**config.mk**
```make
export PLATFORM = sky130hd
export DESIGN_NAME = hs32_scoreboard
export DESIGN_NICKNAME = d
export VERILOG_FILES = /design/src/rtl/hs32_scoreboard_pkg.sv /design/src/rtl/hs32_sb_slot.sv /design/src/rtl/hs32_scoreboard.sv
export SDC_FILE = /design/constraint.sdc
export NUM_CORES = 1
export LEC_CHECK = 0
export CAP_MARGIN = 0
export CORE_ASPECT_RATIO = 0.7
export CORE_MARGIN = 4
export CORE_UTILIZATION = 45
export DETAILED_ROUTE_END_ITERATION = 10
export DONT_BUFFER_PORTS = 1
export PLACE_DENSITY = 0.74
export SLEW_MARGIN = 20
export SYNTH_ARGS = -nofsm -noshare
export SYNTH_HDL_FRONTEND = slang
export SYNTH_SLANG_ARGS = --single-unit
```
**constraint.sdc**
```tcl
create_clock -name clk -period 3.17 [get_ports clk]
set_input_delay 0.1585 -clock clk [delete_from_list [all_inputs] [get_ports clk]]
set_output_delay 0.1585 -clock clk [all_outputs]
set_load 0.1 [all_outputs]
```
**src/rtl/hs32_scoreboard_pkg.sv**
```systemverilog
// Shared types and defaults for the hs32 decode2 register scoreboard.
package hs32_scoreboard_pkg;
  localparam int HS32_NREG    = 16;
  localparam int HS32_SB_LATW = 2;

  typedef struct packed {
    logic                    busy;
    logic [HS32_SB_LATW-1:0] cnt;
  } hs32_sb_entry;
endpackage

```
**src/rtl/hs32_sb_slot.sv**
```systemverilog
// One scoreboard entry: busy bit plus remaining-latency countdown.
// Priority: reset > flush > issue set > writeback clear > decrement.
module hs32_sb_slot
  import hs32_scoreboard_pkg::*;
#(
  parameter int LATW = HS32_SB_LATW
) (
  input  logic            clk,
  input  logic            rst_n,
  input  logic            i_flush,
  input  logic            i_set,
  input  logic [LATW-1:0] i_lat,
  input  logic            i_clr,
  output logic            o_busy,
  output logic [LATW-1:0] o_cnt
);
  logic            r_busy;
  logic [LATW-1:0] r_cnt;

  always_ff @(posedge clk) begin
    if (!rst_n) begin
      r_busy <= 1'b0;
      r_cnt  <= '0;
    end else if (i_flush) begin
      r_busy <= 1'b0;
      r_cnt  <= '0;
    end else if (i_set) begin
      r_busy <= 1'b1;
      r_cnt  <= i_lat;
    end else if (i_clr) begin
      r_busy <= 1'b0;
      r_cnt  <= '0;
    end else if (r_busy && (r_cnt != '0)) begin
      // Reaching zero means the result sits on the forward bus until writeback.
      r_cnt <= r_cnt - 1'b1;
    end
  end

  assign o_busy = r_busy;
  assign o_cnt  = r_cnt;
endmodule

```
**src/rtl/hs32_scoreboard.sv**
```systemverilog
// Decode2 register scoreboard: RAW/WAW interlock, stage-3 forward select, issue gating.
// Optional stall-cycle counter enabled by defining HS32_SCOREBOARD_STATS_EN.
module hs32_scoreboard
  import hs32_scoreboard_pkg::*;
#(
  parameter int NREG = HS32_NREG,
  parameter int LATW = HS32_SB_LATW,
  localparam int IW  = $clog2(NREG)
) (
  input  logic            clk,
  input  logic            rst_n,
  input  logic            iss_valid_i,
  input  logic [IW-1:0]   iss_rm_i,
  input  logic [IW-1:0]   iss_rd_i,
  input  logic            iss_we_i,
  input  logic [LATW-1:0] iss_lat_i,
  output logic            iss_fire_o,
  output logic            stall_o,
  output logic            fwd_o,
  input  logic            wb_valid_i,
  input  logic [IW-1:0]   wb_rd_i,
  input  logic            flush_i,
`ifdef HS32_SCOREBOARD_STATS_EN
  input  logic            stat_clr_i,
  output logic [31:0]     stall_cnt_o,
`endif
  output logic [NREG-1:0] busy_o
);
  logic [NREG-1:0]           w_busy;
  logic [NREG-1:0][LATW-1:0] w_cnt;
  logic                      w_raw;
  logic                      w_waw;
  logic                      w_live;

  for (genvar g = 0; g < NREG; g++) begin : g_slot
    hs32_sb_slot #(.LATW(LATW)) u_slot (
      .clk     (clk),
      .rst_n   (rst_n),
      .i_flush (flush_i),
      .i_set   (iss_fire_o && iss_we_i && (iss_rd_i == IW'(g))),
      .i_lat   (iss_lat_i),
      .i_clr   (wb_valid_i && (wb_rd_i == IW'(g))),
      .o_busy  (w_busy[g]),
      .o_cnt   (w_cnt[g])
    );
  end

  // A flush kills the issuing instruction too, so nothing is stalled or forwarded.
  assign w_live     = iss_valid_i && !flush_i;
  assign w_raw      = w_busy[iss_rm_i] && (w_cnt[iss_rm_i] != '0);
  assign w_waw      = iss_we_i && w_busy[iss_rd_i] && (w_cnt[iss_rd_i] > iss_lat_i);
  assign stall_o    = w_live && (w_raw || w_waw);
  assign fwd_o      = w_live && w_busy[iss_rm_i] && (w_cnt[iss_rm_i] == '0) && !stall_o;
  assign iss_fire_o = w_live && !stall_o;
  assign busy_o     = w_busy;

`ifdef HS32_SCOREBOARD_STATS_EN
  logic [31:0] r_stall_cnt;

  always_ff @(posedge clk) begin
    if (!rst_n || stat_clr_i)
      r_stall_cnt <= '0;
    else if (stall_o && (r_stall_cnt != 32'hFFFF_FFFF))
      r_stall_cnt <= r_stall_cnt + 32'd1;
  end

  assign stall_cnt_o = r_stall_cnt;
`endif
endmodule

```
== Word-level counts from Yosys, hierarchy flattened ==
Cells that the tools add are included.
Word-level totals
  bits in registers: 48
  input port bits: 20
  output and inout port bits: 19
  word-level logic and storage cells: 284
Operators by class
  add/sub/neg operators: 16
  magnitude comparators: 3
  eq/ne operators: 30
  multiplexer cells: 88
  bitwise gates (word level): 1
  reduce and logical (&&, ||, !) cells: 114
Operators by type and width (count)
  $mux 2: 50
  $reduce_bool 2->1: 33
  $eq 4x4->1 const B: 16
  $logic_and 1x1->1: 58
  $reduce_bool 3->1: 16
  $mux 1: 34
  $eq 4x3->1 const B: 8
  $sub 2x1->2 const B: 16
  $bmux 2 s4: 2
  $eq 4x2->1 const B: 4
  $lt 4x5->1 const B: 2
  $bmux 1 s4: 2
  $eq 4x1->1 const B: 2
  $logic_not 4->1: 2
  $gt 2x2->1: 1
  $logic_not 1->1: 2
  $logic_not 2->1: 1
  $reduce_or 2->1: 1
  $logic_or 1x1->1: 1
  $not 1->1: 1

== Longest topological paths before layout ==
  word-level depth: 11
  mapped depth: 13
  mapped depth without buffers: 10

== Hierarchy ==
Synthesis repeated with hierarchy kept, for this count alone.
Unflattened totals
  cells, all modules: 439
  area total of the unflattened synthesis: 3803.6 um^2
By module, submodules not included
  hs32_sb_slot at g_slot[0].u_slot ...: instances 9, cells an instance 19, area an instance 165.2 um^2, sequential area each 60.1 um^2
  hs32_sb_slot at g_slot[3].u_slot ...: instances 7, cells an instance 18, area an instance 166.4 um^2, sequential area each 60.1 um^2
  hs32_scoreboard: instances 1, cells an instance 142, area an instance 1152.4 um^2, sequential area each 0.0 um^2

== Least setup slack after synthesis ==
Ideal clock, no wire load.
  path type: input port to output port
  start: input port iss_rd_i[0]
  end: output port fwd_o
  arrival: 5.163 ns
  required time: 3.012 ns
  slack: -2.151 ns
  cell stages on the path: 12
  path buffers: 3
  cells stage by stage: clkbuf_1 > clkbuf_1 > mux4_2 > mux4_2 > ha_1 > nor2b_1 > o211ai_1 > a311oi_1 > a21oi_4 > buf_4 > nand2_1 > nor3_1
On the way
  cells in the longest elaborated chain, start to end: 8
  elaborated cells on any way between the ends: 11
  those cells by class: order compare (1); mux (4); reduce/logical (6)
RTL lines
  start: declaration: line hs32_scoreboard.sv:14  | input logic [IW-1:0] iss_rd_i,
  $bmux 2 s4 or $bmux 1 s4 (tied branches): line hs32_scoreboard.sv:51  | assign w_waw = iss_we_i && w_busy[iss_rd_i] && (w_cnt[iss_rd_i] > iss_lat_i);
  $mux 2 (not written as such) or $mux 1 (tied branches): line hs32_scoreboard.sv:51
  $gt 2x2->1 or $logic_and 1x1->1 (tied branches): line hs32_scoreboard.sv:51
  $logic_and 1x1->1 (*): line hs32_scoreboard.sv:51
  $logic_or 1x1->1 (*): line hs32_scoreboard.sv:52  | assign stall_o = w_live && (w_raw || w_waw);
  $logic_and 1x1->1 (*): line hs32_scoreboard.sv:52
  $logic_not 1->1 (*): line hs32_scoreboard.sv:53  | assign fwd_o = w_live && w_busy[iss_rm_i] && (w_cnt[iss_rm_i] == '0) && !stall_o;
  $logic_and 1x1->1 (*): line hs32_scoreboard.sv:53
  end: declaration: line hs32_scoreboard.sv:19  | output logic fwd_o,
Every way passes the cells marked *; elsewhere a longest branch is shown, timed or not. The select of a mux whose other input is x is not followed.

== Worst setup path after layout ==
  start: register g_slot[1].u_slot.r_cnt[1]
  end: output port fwd_o
On the way
  cells in the longest elaborated chain, start to end: 8
  elaborated cells on any way between the ends: 14
  those cells by class: order compare (1); mux (4); reduce/logical (9)
RTL lines
  start: declaration: line hs32_sb_slot.sv:18  | logic [LATW-1:0] r_cnt;
  start signal: assignment: line hs32_sb_slot.sv:29  | r_cnt <= i_lat;
  start signal: assignment: line hs32_sb_slot.sv:35  | r_cnt <= r_cnt - 1'b1;
  $bmux 2 s4 (on tied branches): line hs32_scoreboard.sv:51, hs32_scoreboard.sv:50, hs32_scoreboard.sv:53
  $mux 2 (on tied branches): line hs32_scoreboard.sv:51, hs32_scoreboard.sv:50, hs32_scoreboard.sv:53
  $gt 2x2->1 or $reduce_bool 2->1 (tied branches): line hs32_scoreboard.sv:51, hs32_scoreboard.sv:50
  $logic_and 1x1->1 (on tied branches): line hs32_scoreboard.sv:51, hs32_scoreboard.sv:50
  $logic_or 1x1->1: line hs32_scoreboard.sv:52
  $logic_and 1x1->1: line hs32_scoreboard.sv:52
  $logic_not 1->1: line hs32_scoreboard.sv:53
  $logic_and 1x1->1 (*): line hs32_scoreboard.sv:53
Marks and branches as above.

==> results.md <==
* Seq/Total Area, Yosys at 26.4%
* DR DRC count at 0
* Power Density at 301 nW/um2
* Status: complete, but fails checks
* First-pass GRT wire length at 16,300 um
* CTS tree: done
* Required time of the critical path at 3010 ps
* Post-route minimum period at 3250 ps
* Initial antenna violation count at 0
* CP max FO at 5
* Buf+Inv Stages, Crit Path at 2
* Pin count of the biggest net entering global routing at 31
* Synthesized cell area at 3650 um2
* PortBufs at 0
* Cts-stage hold buffer count at 0
* Commonest cells post-synth: nand2_1, dfxtp_1, inv_1
* Critical Path, Cell by Cell: mux4_2 > mux4_2 > ha_4 > nor2b_4 > o211ai_1 > a311oi_2 > a21oi_4 > buf_12 > nand2_8 > nor3_4 > buf_12
* Vias in the first global route at 2,980
* Pre-antenna DRT Iters at 5
* Avg Cell Area, Syn at 9.02 um2
* Clk buf depth at 2
* Seq cells post-synth at 48
* Share of layout cells above drive strength 1 at 21.0%
* Critical path class: flop to output port
* Maximum vdd drop at 177 uV
* Max cap viols at 0
* Crit path launch type: flop
* DRT iter0 DRCs at 443
* Full die area at 9630 um2
* Unrepaired setup endpoints after global routing: true
* CP endpoint kind: output port
* Leakage at 1.62 nW
* Area contributors post-synth: dfxtp_1, mux4_2, mux2i_1
* Synth Instances at 404
* Top-count cell post-synth: nand2_1
* Slowest cell delay on critical path at 510 ps
* Routed WL at 10,700 um
* WL/cell at 20.9 um
* GRT overflow at 0
* Reg2reg setup slack at -40 ps
* Final Hold Vio Count at 0
* # H-tree levels at 2
* Gr usage total at 22.1%
* Transition time of the tightest slew-check pin at 924 ps
* Gp weighted congestion at 1.05
* Dpl ws at 147 ps
* Ant. Diodes at 0
* Final ANT Viol Nets at 0
* Worst slew margin at 38.4%
* CTS Buf Count at 5
* Routed via count at 3,226
* Final core utilization at 52.3%
* Top cell type's share of synthesized area at 26.4%
* # rows at 27
* Worst min path class: input pin to flop
* FFs w/ async S/R, synth at 0%
* WHS at 144 ps
* CTS clk-pin slew, worst paths at 60 ps
* Final period util at 102%
* Synthesized Nets at 442
* Cell taking the most area after synthesis: dfxtp_1
* Slowest cell on crit path: mux4_2
* Skew-Pair Late Insertion Delay at 290 ps
* Syn-to-layout area delta at 12.9%
* Die span in x at 116 um
* Worst Path Arrival at 3090 ps
* I/O pin total at 39
* Failing checks: setup timing
* Clock sinks at 48
* Worst Skew at 4.88 ps
* Yosys cell types at 44
* Ys flop type: dfxtp_1
* Post-synth EDFFs at 0
* Top Family by Delay on Critical Path: multiplexers
* Nets at 448
* Initial Util at 46.3%
* Final worst slack at -75.6 ps
* Die Ht at 83.3 um
* Max Fclk at 0.308 GHz
* PnR Total Power at 1.24 mW
* Clk Tree Root Cell: clkbuf_16
* Core Region at 7870 um2
* Pins Over Slew Limit at 0
* Post-DP HPWL at 7820 um
* Synthesis Warnings at 0
* Via-to-Cell Ratio at 6.31
* Final setup fails at 11
sequential cells by signal, summed over array words and instances (netlist names):
signal                cells
g_slot.u_slot.o_cnt      32
g_slot.u_slot.o_busy     16
repair_timing:
action                     in CTS  in global routing
pin swaps                       3                  2
setup buffers                   6                  3
setup endpoints to repair       3                 23
cloned                          0                  1
resized for setup               8                  8
cell usage in the layout, fill, tap and decap left out, drive strengths merged:
| cell | count |
|---|---|
| nand4 | 16 |
| o22ai | 2 |
| inv | 34 |
| nor4b | 1 |
| o311ai | 4 |
| nor3 | 3 |
| and3b | 2 |
| ha | 18 |
| a311oi | 1 |
| nand2b | 4 |
| mux2i | 33 |
| o2111ai | 13 |
| or3 | 4 |
| clkinv | 1 |
| nand3 | 20 |
| o22a | 1 |
| buf | 31 |
| nor2 | 8 |
| o211ai | 3 |
| dfxtp | 48 |
| and3 | 2 |
| or3b | 4 |
| xnor2 | 16 |
| clkbuf | 7 |
| nor2b | 22 |
| a211o | 1 |
| mux4 | 16 |
| a22oi | 1 |
| nand2 | 55 |
| a21oi | 23 |
| mux2 | 3 |
| o21ai | 5 |
| o32ai | 1 |
| or4b | 3 |
| nor3b | 4 |
power breakdown:
group | total [mW] | internal, mW | switching (mW)
Sequential | 0.605 | 0.604 | 0.00117
Clock | 0.515 | 0.287 | 0.228
Combinational | 0.121 | 0.0458 | 0.0751
Total | 1.24 | 0.937 | 0.304
final timing paths:
| kind | from | endpoint | cells past startpoint |
|---|---|---|---|
| setup / recovery | g_slot[1].u_slot.o_cnt[1] | fwd_o | 11 |
| hold / removal | wb_rd_i[1] | g_slot[3].u_slot.o_busy | 3 |
| setup reg to reg | g_slot[1].u_slot.o_cnt[1] | g_slot[11].u_slot.o_cnt[1] | 12 |
| hold reg to reg | g_slot[2].u_slot.o_busy | g_slot[2].u_slot.o_busy | 2 |
metal layers:
layer	track usage (%)	share of wire, %	up-vias
met2	29.8	41	189
li1	-	-	1458
met3	8.67	14	30
met5	0	0	-
met4	7.25	2.2	0
met1	31.7	43	1549
tightest hold or removal path, stage by stage:
cell and delay [ps]:
nand3_1 90, nand2_1 90, a21oi_1 60
cell type report:
class                      instances  area, um2
sequential                        48        972
timing repair buffer              32        320
tap                              101        126
inverter                          34        128
multi-input combinational        289       2440
fill                             698       3750
clock buffer                       6        129
clock inverter                     1       5.00
stage by stage:
stage | setup TNS, ps | instances | area, um2
after detailed placement | 0 | 494 | 3830
after floorplan | -485 | 404 | 3770
after global routing | -1900 | 511 | 4120
after CTS | -105 | 507 | 4030
after global placement | 0 | 494 | 3830
final | -271 | 511 | 4120
logic make-up after synthesis:
group	Yosys count	share of synthesized area (%)
compound gates	55	10.7
xor+xnor	16	3.84
fa+ha+maj	18	6.18
buf+inv	67	9.44
flops	48	26.4
mux	52	20.0
simple gates	148	23.5
No activity file was read; power rests on OpenSTA's default activity.
